`config.mk`:
```
export PLATFORM = sky130hd
export DESIGN_NAME = gather_datas_serializer
export DESIGN_NICKNAME = d
export VERILOG_FILES = /design/src/rtl/gather_datas_serializer_pkg.sv /design/src/rtl/gather_datas_serializer_lowest_one_index.sv /design/src/rtl/gather_datas_serializer.sv
export SDC_FILE = /design/constraint.sdc
export NUM_CORES = 1
export LEC_CHECK = 0
export CORE_ASPECT_RATIO = 1.2
export CORE_MARGIN = 2
export CORE_UTILIZATION = 40
export CTS_CLUSTER_DIAMETER = 50
export DETAILED_ROUTE_END_ITERATION = 8
export PLACE_DENSITY_LB_ADDON = 0.15
export SLEW_MARGIN = 5
export SYNTH_ARGS = -nofsm -noshare
export SYNTH_HDL_FRONTEND = slang
export SYNTH_SLANG_ARGS = --single-unit
```
`constraint.sdc`:
```
create_clock -name clk -period 3.15 [get_ports clk]
set_input_delay 0.7875 -clock clk [delete_from_list [all_inputs] [get_ports clk]]
set_output_delay 0.7875 -clock clk [all_outputs]
set_load 0.05 [all_outputs]
```
`src/rtl/gather_datas_serializer_pkg.sv`:
```
`default_nettype none
// ============================================================================
//  Module      : gather_datas_serializer_pkg
//  Description : Shared definitions for the gather serializer: control-state
//                encodings and the ceiling-log2 helper used to size the slot
//                index from the slot count.
//  Revision    : 1.0 - initial release
// ============================================================================
package gather_datas_serializer_pkg;

    typedef enum logic [1:0] {
        IDLE = 2'd0,
        SEND = 2'd1,
        DONE = 2'd2
    } state_t;

    // Smallest r such that 2**r >= n (elaboration-time use only).
    function automatic int clog2(input int n);
        int r;
        r = 0;
        for (int v = 1; v < n; v = v << 1) begin
            r = r + 1;
        end
        return r;
    endfunction

endpackage : gather_datas_serializer_pkg
`default_nettype wire

```
`src/rtl/gather_datas_serializer_lowest_one_index.sv`:
```
`default_nettype none
// ============================================================================
//  Module      : lowest_one_index
//  Description : Combinational priority encoder returning the index of the
//                lowest set bit of a NUM-bit vector. Built as a recursive
//                halving tree: each level picks the low half if it has any
//                set bit, otherwise the high half, prefixing one index bit.
//  Ports       : pend [NUM]   - vector to search
//                idx  [IDX_W] - index of the lowest set bit (meaningful
//                               only when any = 1)
//                any          - at least one bit of pend is set
//  Revision    : 1.0 - initial release
// ============================================================================
module lowest_one_index #(
    parameter int NUM   = 8,
    parameter int IDX_W = 3
) (
    input  logic [NUM-1:0]   pend,
    output logic [IDX_W-1:0] idx,
    output logic             any
);

    generate
        if (NUM == 2) begin : g_leaf
            // Two-bit leaf: IDX_W is 1 here.
            assign any = pend[0] | pend[1];
            assign idx = pend[0] ? '0 : '1;
        end else begin : g_split
            localparam int HALF = NUM / 2;

            logic [IDX_W-2:0] w_lo_idx;
            logic [IDX_W-2:0] w_hi_idx;
            logic             w_lo_any;
            logic             w_hi_any;

            lowest_one_index #(
                .NUM   (HALF),
                .IDX_W (IDX_W - 1)
            ) u_lo (
                .pend (pend[HALF-1:0]),
                .idx  (w_lo_idx),
                .any  (w_lo_any)
            );

            lowest_one_index #(
                .NUM   (HALF),
                .IDX_W (IDX_W - 1)
            ) u_hi (
                .pend (pend[NUM-1:HALF]),
                .idx  (w_hi_idx),
                .any  (w_hi_any)
            );

            // Low half wins whenever it has a set bit.
            assign any = w_lo_any | w_hi_any;
            assign idx = w_lo_any ? {1'b0, w_lo_idx} : {1'b1, w_hi_idx};
        end
    endgenerate

endmodule : lowest_one_index
`default_nettype wire

```
`src/rtl/gather_datas_serializer.sv`:
```
`default_nettype none
// ============================================================================
//  Module      : gather_datas_serializer
//  Description : Captures a packed vector of NUM slot values plus a select
//                mask, then emits the selected slots one per valid/ready
//                handshake in ascending index order as (index, data) pairs.
//                A one-cycle done pulse follows the last accepted item, or
//                directly follows a load with an empty mask.
//  Ports       : clk, rst_n          - clock, async active-low reset
//                start_i             - load request (sampled in IDLE only)
//                rd_mask_i [NUM]     - slots to emit
//                data_i [NUM*WIDTH]  - packed slot values, slot 0 in LSBs
//                busy_o              - transfer in progress (SEND or DONE)
//                valid_o, ready_i    - output handshake
//                data_o [WIDTH]      - current slot value
//                idx_o [IDX_W]       - current slot index
//                done_o              - end-of-transfer pulse
//  Revision    : 1.0 - initial release
// ============================================================================
module gather_datas_serializer
    import gather_datas_serializer_pkg::*;
#(
    parameter int NUM   = 8,
    parameter int WIDTH = 5,
    parameter int IDX_W = clog2(NUM)
) (
    input  logic                 clk,
    input  logic                 rst_n,
    input  logic                 start_i,
    input  logic [NUM-1:0]       rd_mask_i,
    input  logic [NUM*WIDTH-1:0] data_i,
    output logic                 busy_o,
    output logic                 valid_o,
    input  logic                 ready_i,
    output logic [WIDTH-1:0]     data_o,
    output logic [IDX_W-1:0]     idx_o,
    output logic                 done_o
);

    state_t               r_state;
    state_t               w_state_nxt;
    logic [NUM*WIDTH-1:0] r_data_reg;
    logic [NUM*WIDTH-1:0] w_data_nxt;
    logic [NUM-1:0]       r_pend;
    logic [NUM-1:0]       w_pend_nxt;
    logic [NUM-1:0]       w_onehot;
    logic [NUM-1:0]       w_pend_cleared;
    logic [IDX_W-1:0]     w_idx;
    logic                 w_any;
    logic                 w_send;
    logic [WIDTH-1:0]     w_slot [NUM];

    lowest_one_index #(
        .NUM   (NUM),
        .IDX_W (IDX_W)
    ) u_lowest_one_index (
        .pend (r_pend),
        .idx  (w_idx),
        .any  (w_any)
    );

    // Unpack the captured vector so the output mux is a plain array index.
    generate
        for (genvar i = 0; i < NUM; i++) begin : g_slot
            assign w_slot[i] = r_data_reg[i*WIDTH +: WIDTH];
        end
    endgenerate

    // ------------------------------------------------------------------------
    // State and capture registers
    // ------------------------------------------------------------------------
    always_ff @(posedge clk or negedge rst_n) begin
        if (!rst_n) begin
            r_state    <= IDLE;
            r_data_reg <= '0;
            r_pend     <= '0;
        end else begin
            r_state    <= w_state_nxt;
            r_data_reg <= w_data_nxt;
            r_pend     <= w_pend_nxt;
        end
    end

    // ------------------------------------------------------------------------
    // Next-state logic
    // ------------------------------------------------------------------------
    always_comb begin
        w_state_nxt          = r_state;
        w_data_nxt           = r_data_reg;
        w_pend_nxt           = r_pend;
        w_onehot             = '0;
        w_onehot[w_idx]      = 1'b1;
        w_pend_cleared       = r_pend & ~w_onehot;

        case (r_state)
            IDLE: begin
                if (start_i) begin
                    w_data_nxt  = data_i;
                    w_pend_nxt  = rd_mask_i;
                    w_state_nxt = (rd_mask_i != '0) ? SEND : DONE;
                end
            end
            SEND: begin
                if (ready_i) begin
                    w_pend_nxt = w_pend_cleared;
                    if (w_pend_cleared == '0) begin
                        w_state_nxt = DONE;
                    end
                end
            end
            DONE: begin
                w_state_nxt = IDLE;
            end
            default: begin
                w_state_nxt = IDLE;
            end
        endcase
    end

    // ------------------------------------------------------------------------
    // Outputs, decoded from registered state only. pend is never empty in
    // SEND, so qualifying with w_any does not change behaviour; it only
    // guarantees valid_o can never present a stale index.
    // ------------------------------------------------------------------------
    assign w_send  = (r_state == SEND) && w_any;
    assign valid_o = w_send;
    assign busy_o  = (r_state == SEND) || (r_state == DONE);
    assign done_o  = (r_state == DONE);
    assign idx_o   = w_send ? w_idx : '0;
    assign data_o  = w_send ? w_slot[w_idx] : '0;

endmodule : gather_datas_serializer
`default_nettype wire

```
# ---- Word level (Yosys, flattened, before mapping)
# Cells that the tools add are included.
dict set report word_totals {
  ramBits 0
  mem_count 0
  latch_bits 0
  mem_bits_ro 0
  inputBits 52
  regBits 50
}
dict set report classes {
  addsub 0
  n_eq_ne 5
  div_mod_pow 0
  n_lt_le_gt_ge 3
  n_shift 0
  n_mul 0
  reduce_logical 10
  bitwise_logic 10
  muxes 22
}
# op count
set op_table {}
lappend op_table {{$mux 8} 2}
lappend op_table {{$pmux 8 s2} 1}
lappend op_table {{$bmux 5 s3} 1}
lappend op_table {{$mux 5} 3}
lappend op_table {{$mux 2} 6}
lappend op_table {{$and 8x8->8} 1}
lappend op_table {{$logic_not 8->1} 1}
lappend op_table {{$not 8->8} 1}
lappend op_table {{$reduce_bool 8->1} 1}
lappend op_table {{$or 1x1->1} 7}
lappend op_table {{$mux 3} 2}
lappend op_table {{$ne 2x2->1 const B} 3}
lappend op_table {{$reduce_and 3->1} 2}
lappend op_table {{$mux 1} 5}
lappend op_table {{$ge 4x4->1 const B} 1}
lappend op_table {{$lt 3x4->1 const B} 1}
lappend op_table {{$not 3->4} 1}
lappend op_table {{$pmux 2 s2} 1}
lappend op_table {{$demux 1 s3} 1}
lappend op_table {{$ge 3x1->1 const B} 1}
lappend op_table {{$eq 2x1->1 const B} 1}
lappend op_table {{$eq 2x2->1 const B} 1}
lappend op_table {{$logic_and 1x1->1} 2}
lappend op_table {{$logic_not 2->1} 1}
lappend op_table {{3 further kinds} 3}

# ---- Longest topological paths before layout
# Gate-level depths: netlist of run 1.
dict set report logic_depth {
  word_depth 13
  depth_mapped 8
  mapped_depth_nobuf 7
}

# ---- Modules after synthesis
# Synthesis of run 1 repeated with hierarchy kept, for this count alone.
dict set report hier_totals {
  cells_unflattened 219
  area_unflattened_um2 2543.7
}
# mod area_each_um2 instances seq_area_each_um2 cells_per_inst
set modules_own_cells {}
lappend modules_own_cells {gather_datas_serializer 2421.1 1 1251.2 201}
lappend modules_own_cells {{lowest_one_index at u_lowest_one_index.g_split.u_hi ...} 25.0 2 0.0 3}
lappend modules_own_cells {{lowest_one_index at u_lowest_one_index.g_split.u_hi.g_split.u_hi ...} 10.0 4 0.0 2}
lappend modules_own_cells {{lowest_one_index at u_lowest_one_index} 32.5 1 0.0 4}

# ---- Least setup slack after synthesis of run 1
# OpenSTA, ideal clock, no wires.
dict set report synth_timing {
  path_kind {register to output}
  start {reg r_pend[2]}
  end {out data_o[0]}
  n_path_buf 3
  path_slack_ps 450
  arrival_ps 1913
  stages_incl_launch_ff 9
  cell_sequence {dfrtp_1 buf_6 nor2b_2 buf_6 nor2_1 buf_2 o22ai_1 a221oi_1 o221a_1}
}
dict set report synth_via {
  elab_chain_cells 8
  word_cells_on_any_way 12
}
# item line
set synth_lines {}
lappend synth_lines {{start: declaration} gather_datas_serializer.sv:44} ;# logic [NUM-1:0] r_pend;
lappend synth_lines {{start signal: assignment} gather_datas_serializer.sv:80} ;# r_pend <= w_pend_nxt;
lappend synth_lines {{$mux 1 or $or 1x1->1 (tied branches)} {gather_datas_serializer_lowest_one_index.sv:27, gather_datas_serializer_lowest_one_index.sv:26}}
lappend synth_lines {{$mux 2 or $or 1x1->1 (tied branches)} {gather_datas_serializer_lowest_one_index.sv:56, gather_datas_serializer_lowest_one_index.sv:55}}
lappend synth_lines {{$mux 3} gather_datas_serializer_lowest_one_index.sv:56} ;# assign idx = w_lo_any ? {1'b0, w_lo_idx} : {1'b1, w_hi_idx};
lappend synth_lines {{$not 3->4 (implied by the code)} gather_datas_serializer.sv:130} ;# assign data_o = w_send ? w_slot[w_idx] : '0;
lappend synth_lines {{$bmux 5 s3} gather_datas_serializer.sv:130}
lappend synth_lines {{$mux 5 (implied by the code) (2 in series)} gather_datas_serializer.sv:130}
lappend synth_lines {{$mux 5 (*)} gather_datas_serializer.sv:130}
lappend synth_lines {{end: declaration} gather_datas_serializer.sv:35} ;# output logic [WIDTH-1:0] data_o,
# Every way passes the cells marked *; elsewhere a longest branch is shown, timed or not. The select of a mux whose other input is x is not followed.

# ---- Final worst setup path of run 1
dict set report layout_timing {
  start {reg r_pend[5]}
  end {out data_o[2]}
}
dict set report layout_via {
  elab_chain_cells 8
  word_cells_on_any_way 11
}
# item line
set layout_lines {}
lappend layout_lines {{$or 1x1->1 (*)} gather_datas_serializer_lowest_one_index.sv:26} ;# assign any = pend[0] | pend[1];
lappend layout_lines {{$mux 2} gather_datas_serializer_lowest_one_index.sv:56}
lappend layout_lines {{$mux 3} gather_datas_serializer_lowest_one_index.sv:56}
lappend layout_lines {{$not 3->4 (implied by the code)} gather_datas_serializer.sv:130}
lappend layout_lines {{$bmux 5 s3} gather_datas_serializer.sv:130}
lappend layout_lines {{$mux 5 (implied by the code) (2 in series)} gather_datas_serializer.sv:130}
lappend layout_lines {{$mux 5 (*)} gather_datas_serializer.sv:130}
# Marked as above.

==> metrics.md, run 1 <==
| Metric | Value |
|---|---|
| Psw | 1.71 mW |
| Crit path capture | data_o[2] |
| Sequential-to-total area share from yosys stat | 0.466 |
| DR vias | 2,132 |
| Slew @ Worst Pin | 0.671 ns |
| Maximum net fanout on the critical path | 9 |
| Distinct cells, synth | 45 |
| Inserted Clock Buffers | 5 |
| Comb power frac | 0.576 |
| Relative slew margins | 0.548 |
| TritonCTS clock tree | done |
| Drt pass-1 iters | 4 |
| Failing checks | setup timing |
| CP arrival | 2.36 ns |
| CTS clk-pin slew, worst paths | 0.09 ns |
| Critical Path Slowest Stage Cell | dfrtp_1 |
| # rows | 32 |
| Pwr dens | 1130 mW/mm^2 |
| Initial core utilization | 0.416 |
| Clock network fraction of design power | 0.112 |
| CP endpoint kind | primary output |
| P&R area growth vs syn | 32.2% |
| R2r endpoint | r_pend[1]$_DFFE_PN0P_ |
| Die area | 0.00738 sq mm |
| Crit path time final | 3.15 ns |
| # setup viols final | 1 |
| Prevailing post-synth register cell | dfrtp_1 |
| # diodes | 0 |
| Fmax | 317 MHz |
| Clock skew | 0.00871 ns |
| Layout cells sized above 1 | 0.271 |
| Final period util | 1.00 |
| Vias in the first global route | 2,204 |
| EDFF count, synth | 0 |
| Drt initial violations | 122 |
| Status | complete, but fails checks |
| Avg Vias per Cell | 5.40 |
| Hold buffer count at cts | 0 |
| Gate Count Post-Synth | 244 |
| Worst-Skew Late Latency | 0.30 ns |
| Worst hold path class | primary input to async pin |
| Final Power | 4.00 mW |
| DP Worst Slack | 0.266 ns |
| Sw Ratio | 0.427 |
| Mapped Avg Cell Area | 11.0 sq um |
| Max Cap Viol | 0 |
| Top Ports | 63 |
| Clock Path Buffers | 2 |
| Total core area | 0.00645 sq mm |
| Startpoint Class | register |
| Reg2reg start | r_state[1]$_DFFE_PN0P_ |
| CP max stage delay | 0.56 ns |
| Share of power burned in registers | 0.312 |
| Setup CP Type | register to primary output |
| Sink Count | 50 |
| Seq cells post-synth | 50 |
| Largest register FFs | 40 |
| Die height | 93.7 um |
| Detail Placement HPWL | 4870 um |
| Crit path depth | 6 |
| Hold Worst Slack | 0.471 ns |
| Grt total ovfl | 0 |
| Worst r2r path cells | 7 |
| Pin count of the biggest net entering global routing | 27 |
| Final WL | 6480 um |
| First-pass GRT wire length | 11,000 um |
| Final worst slack | -0.00225 ns |
| Gr usage total | 0.190 |
| Final hold vios | 0 |
| Max VDD drop | 0.549 mV |
| Final #Nets | 364 |
| Remaining antenna violation count | 0 |
| Critical Path RT | 2.36 ns |
| WP buf/inv | 2 |
| Routed WL per cell | 16.4 um |
| Crit path launch | r_pend[5]$_DFFE_PN0P_ |
| Cell breakdown of the critical path | nor2_2 -> o31a_1 -> buf_4 -> a311oi_1 -> o221a_2 -> buf_12 |
| Top cell family by delay on the critical path | compound AO/OA/AOI/OAI gates |
| Synthesized area | 0.00268 sq mm |
| Reg2reg setup slack | 1.16 ns |
| Yosys warnings | 0 |
| Gpl congestion | 0.876 |
| Slew Limit Fails | 0 |
| Root buf cell | clkbuf_8 |
| Post-Syn Nets | 299 |
| Internal | 2.29 mW |
| Number of I/O port buffers | 62 |
| Leak | 1.50 nW |
| Chip width | 78.8 um |
| H-Tree Level Count | 2 |
| Async SR Flop Fraction | 1.00 |
| Initial antenna violation count | 0 |
| Post-route DRC violation count | 0 |
## power by group through the flow
stage                     clock network, mW  logic (mW)  registers [mW]
after CTS                             0.458        2.30            1.24
after floorplan                           0        1.69            1.11
after global routing                  0.486        2.48            1.29
after detailed placement                  0        2.21            1.25
final                                 0.447        2.30            1.24
after global placement                    0        2.19            1.24
## repair_timing
action | CTS | global route
resized for setup | 2 | 4
setup buffers | 3 | 0
pin swaps | 0 | 1
cloned | 0 | 0
endpoints found under the setup margin | 5 | 5
## area by class of cell
class	instances	area (sq um)
clock buffer	6	72.6
clock inverter	2	37.5
fill	592	2900
inverter	16	60.1
multi-input combinational	161	1260
sequential	50	1250
tap	85	106
timing repair buffer	75	753
## per-stage QoR
| stage | setup TNS [ns] | utilization | area [sq um] | cells |
|---|---|---|---|---|
| after floorplan | 0 | - | 2680 | 244 |
| after global placement | 0 | 0.527 | 3400 | 384 |
| after detailed placement | 0 | 0.527 | 3400 | 384 |
| after CTS | 0 | 0.549 | 3540 | 395 |
| after global routing | -0.00502 | 0.550 | 3550 | 395 |
| final | -0.00225 | 0.550 | 3550 | 395 |
## routing by layer
metal	GRT usage	part of all wire	vias up
met3	0.0298	0.048	16
met5	0	0	-
met2	0.316	0.49	72
met4	0.0789	0.031	0
met1	0.247	0.43	1025
li1	-	-	1019
## cell usage after synthesis, types with 2 or more instances
| master | n | area share |
|---|---|---|
| a211oi_1 | 4 | 0.011 |
| a211oi_2 | 2 | 0.0093 |
| a21o_1 | 3 | 0.0084 |
| a21oi_1 | 12 | 0.022 |
| a221oi_1 | 5 | 0.016 |
| a22o_1 | 2 | 0.0065 |
| a311oi_1 | 5 | 0.016 |
| a31oi_1 | 2 | 0.0047 |
| buf_1 | 4 | 0.0056 |
| buf_2 | 2 | 0.0037 |
| buf_4 | 2 | 0.0056 |
| buf_6 | 6 | 0.025 |
| clkbuf_1 | 2 | 0.0028 |
| dfrtp_1 | 50 | 0.47 |
| ha_1 | 3 | 0.014 |
| inv_1 | 16 | 0.022 |
| mux2_2 | 40 | 0.17 |
| nand2_1 | 22 | 0.031 |
| nor2_1 | 11 | 0.015 |
| nor2b_1 | 5 | 0.012 |
| nor3b_1 | 5 | 0.014 |
| nor4_1 | 2 | 0.0047 |
| o21ai_0 | 9 | 0.017 |
| o221a_1 | 2 | 0.0084 |
| o221a_2 | 3 | 0.013 |
| o22ai_1 | 6 | 0.014 |
## kinds of logic after synthesis
logic type / share of synthesized area
fa+ha+maj: 0.0140
buf+inv: 0.0681
flops: 0.466
simple gates: 0.102
mux: 0.172
compound gates: 0.179
## cells in the final DEF, fill, tap and decap left out, types with 2 or more instances in the layout
cell type        count
inv_1               16
mux2_2              40
nor2b_1              5
nor2_1              10
o22ai_1              6
nor3b_1              5
a211oi_1             4
a221oi_1             5
o21ai_0              9
dfrtp_2              2
clkdlybuf4s50_1     52
o221a_2              3
a21o_1               3
dfrtp_1             48
buf_4               17
clkbuf_8             5
buf_12               5
a31oi_1              2
ha_1                 3
a21oi_1             12
a311oi_1             5
a211oi_2             2
a22o_1               2
nor4_1               2
nand2_1             22
o221a_1              2
## how the worst min path moves through the flow
| stage | end |
|---|---|
| 2_1_floorplan | r_data_reg[5]$_DFFE_PN0P_ |
| 3_3_place_gp | r_data_reg[30]$_DFFE_PN0P_ |
| 3_5_place_dp | r_data_reg[32]$_DFFE_PN0P_ |
| 4_1_cts | r_pend[1]$_DFFE_PN0P_ |
| 5_1_grt | r_state[0]$_DFFE_PN0P_ |
| 6_report | r_state[0]$_DFFE_PN0P_ |
Power figures use the tool's default switching activity.
==> run 2: changes to the inputs <==
SKIP_LAST_GASP = 1   (was default)
==> results of run 2 <==
The final DEF is identical to that of run 1; final timing and power are the same.
==> run 3: changes to the inputs <==
SETUP_SLACK_MARGIN = 0.1   (was default)
==> metrics.md, run 3 (synthesis results as in run 1) <==
| Metric | Value |
|---|---|
| Status | complete, no violations (was complete, but fails checks) |
| Routed WL per cell | 16.6 um (was 16.4 um) |
| Final #Nets | 367 (was 364) |
| Worst r2r path cells | 7 (unchanged) |
| Vias in the first global route | 2,209 (was 2,204) |
| Grt total ovfl | 0 (unchanged) |
| Commonest cells after routing, fill and taps aside | clkdlybuf4s50_1, dfrtp_1, mux2_2 (unchanged) |
| Clock Path Buffers | 2 (unchanged) |
| Chip width | 78.8 um (unchanged) |
| Startpoint Class | register (unchanged) |
| Clock skew | 0.00848 ns (was 0.00871 ns) |
| H-Tree Level Count | 2 (unchanged) |
| Avg Vias per Cell | 5.45 (was 5.40) |
| Placed Cells | 384 (unchanged) |
| Reg2reg start | r_state[1]$_DFFE_PN0P_ (unchanged) |
| Cell breakdown of the critical path | nor2_2 -> o31a_1 -> buf_4 -> a211oi_2 -> a311oi_1 -> o221a_2 -> buf_12 (was nor2_2 -> o31a_1 -> buf_4 -> a311oi_1 -> o221a_2 -> buf_12) |
| Drt pass-1 iters | 4 (unchanged) |
| TritonCTS clock tree | done (unchanged) |
| Internal | 2.33 mW (was 2.29 mW) |
| Top Ports | 63 (unchanged) |
| Sink Count | 50 (unchanged) |
| # rows | 32 (unchanged) |
| Initial core utilization | 0.416 (unchanged) |
| Final period util | 0.947 (was 1.00) |
| Pin count of the biggest net entering global routing | 27 (unchanged) |
| Gpl congestion | 0.876 (unchanged) |
| Remaining antenna violation count | 0 (unchanged) |
| Root buf cell | clkbuf_8 (unchanged) |
| P&R area growth vs syn | 33.5% (was 32.2%) |
| # diodes | 0 (unchanged) |
| Critical Path Slowest Stage Cell | dfrtp_2 (was dfrtp_1) |
| Layout cells sized above 1 | 0.291 (was 0.271) |
| Total core area | 0.00645 sq mm (unchanged) |
| Share of power burned in registers | 0.304 (was 0.312) |
| Final hold vios | 0 (unchanged) |
| Pwr dens | 1130 mW/mm^2 (about the same) |
| Detail Placement HPWL | 4870 um (unchanged) |
| Die height | 93.7 um (unchanged) |
| Slew Limit Fails | 0 (unchanged) |
| Final core occ | 0.556 (was 0.550) |
| RSZ-0062 raised after global routing | true |
| First-pass GRT wire length | 11,000 um (unchanged) |
| # setup viols final | 0 (was 1) |
| Crit path time final | 2.98 ns (was 3.15 ns) |
| Post-route DRC violation count | 0 (unchanged) |
| Psw | 1.72 mW (was 1.71 mW) |
| Critical Path RT | 2.36 ns (about the same) |
| Max Cap Viol | 0 (unchanged) |
| Non-Filler Instances | 398 (was 395) |
| Sw Ratio | 0.425 (was 0.427) |
| Comb power frac | 0.586 (was 0.576) |
| Final WL | 6590 um (was 6480 um) |
| DP Worst Slack | 0.266 ns (unchanged) |
| Reg2reg setup slack | 1.15 ns (was 1.16 ns) |
| Final setup TNS | 0 ns (was -0.00225 ns) |
| Inserted Clock Buffers | 5 (unchanged) |
| Slew @ Worst Pin | 0.655 ns (was 0.671 ns) |
| Largest register FFs | 40 (unchanged) |
| Clock network fraction of design power | 0.110 (was 0.112) |
| CP arrival | 2.19 ns (was 2.36 ns) |
| Setup CP Type | register to primary output (unchanged) |
| Number of I/O port buffers | 62 (unchanged) |
| Hold buffer count at cts | 0 (unchanged) |
| Most common cell after layout, fill and taps aside | clkdlybuf4s50_1 (unchanged) |
| Relative slew margins | 0.559 (was 0.548) |
| Final worst slack | 0.168 ns (was -0.00225 ns) |
| Drt initial violations | 96 (was 122) |
| DR vias | 2,169 (was 2,132) |
| CTS clk-pin slew, worst paths | 0.09 ns (about the same) |
| Die area | 0.00738 sq mm (unchanged) |
| Fmax | 335 MHz (was 317 MHz) |
| Worst-Skew Late Latency | 0.30 ns (about the same) |
| CP endpoint kind | primary output (unchanged) |
| Initial antenna violation count | 0 (unchanged) |
| Gr usage total | 0.190 (about the same) |
| R2r endpoint | r_pend[1]$_DFFE_PN0P_ (unchanged) |
| CP max stage delay | 0.49 ns (was 0.56 ns) |
| Max VDD drop | 0.537 mV (was 0.549 mV) |
| Leak | 1.51 nW (was 1.50 nW) |
| Maximum net fanout on the critical path | 9 (unchanged) |
| Worst hold path class | primary input to async pin (unchanged) |
| Hold Worst Slack | 0.472 ns (was 0.471 ns) |
[run 3: cell types whose count changed in the layout (fill, tap and decap cells not counted)]
| cell | previous run | this run |
|---|---|---|
| a311oi_2 | 0 | 1 |
| dfrtp_1 | 48 | 46 |
| a311oi_1 | 5 | 4 |
| dfrtp_2 | 2 | 4 |
| or3_1 | 1 | 0 |
| or3_4 | 0 | 1 |
| buf_4 | 17 | 20 |
[run 3: through the flow]
stage               cell area (sq um)  power, mW
CTS                              3540       4.00
global placement                 3400       3.42
floorplan                        2680       2.80
finish                           3580       4.05
detailed placement               3400       3.46
global route                     3580       4.32
[run 3: layout make-up]
cell class                      count  area (sq um)
Multi-Input combinational cell    161          1270
Tap cell                           85           106
Sequential cell                    50          1260
Fill cell                         589          2860
Inverter                           16          60.1
Timing Repair Buffer               78           776
Clock buffer                        6          72.6
Clock inverter                      2          37.5
[run 3: worst max-delay path: cells and delay by family (launching register included)]
family	cells	cell delay, ns
buffers and inverters	2	0.32
and+or+nand+nor	1	0.16
DFF	1	0.49
AOI/OAI and AO/OA	4	0.91
[run 3: layer usage]
layer	track usage	part of all wire
met1	0.247	0.43
met2	0.317	0.50
met3	0.0298	0.044
met4	0.0789	0.027
met5	0	0
[run 3: how the worst max path moves through the flow]
stage          slack [ns]             startpoint         to  depth (start not counted)
3_3_place_gp         0.33  r_pend[2]$_DFFE_PN0P_  data_o[0]                          6
5_1_grt              0.06  r_pend[1]$_DFFE_PN0P_  data_o[4]                          7
3_5_place_dp         0.27  r_pend[2]$_DFFE_PN0P_  data_o[2]                          6
4_1_cts              0.09  r_pend[5]$_DFFE_PN0P_  data_o[2]                          6
6_report             0.17  r_pend[5]$_DFFE_PN0P_  data_o[4]                          7
2_1_floorplan        0.45  r_pend[2]$_DFFE_PN0P_  data_o[0]                          8
[run 3: what timing repair did]
| item | 4_1_cts | 5_1_grt |
|---|---|---|
| pin swaps | 0 | 2 |
| gates resized for setup | 4 | 6 |
| endpoints found under the setup margin | 6 | 5 |
| buffers inserted | 3 | 3 |
[run 3: power by group through the flow]
stage | sequential, mW | combinational, mW | clock [mW]
2_1_floorplan | 1.11 | 1.69 | 0
3_3_place_gp | 1.24 | 2.19 | 0
3_5_place_dp | 1.25 | 2.21 | 0
4_1_cts | 1.24 | 2.30 | 0.458
5_1_grt | 1.28 | 2.56 | 0.486
6_report | 1.23 | 2.37 | 0.447
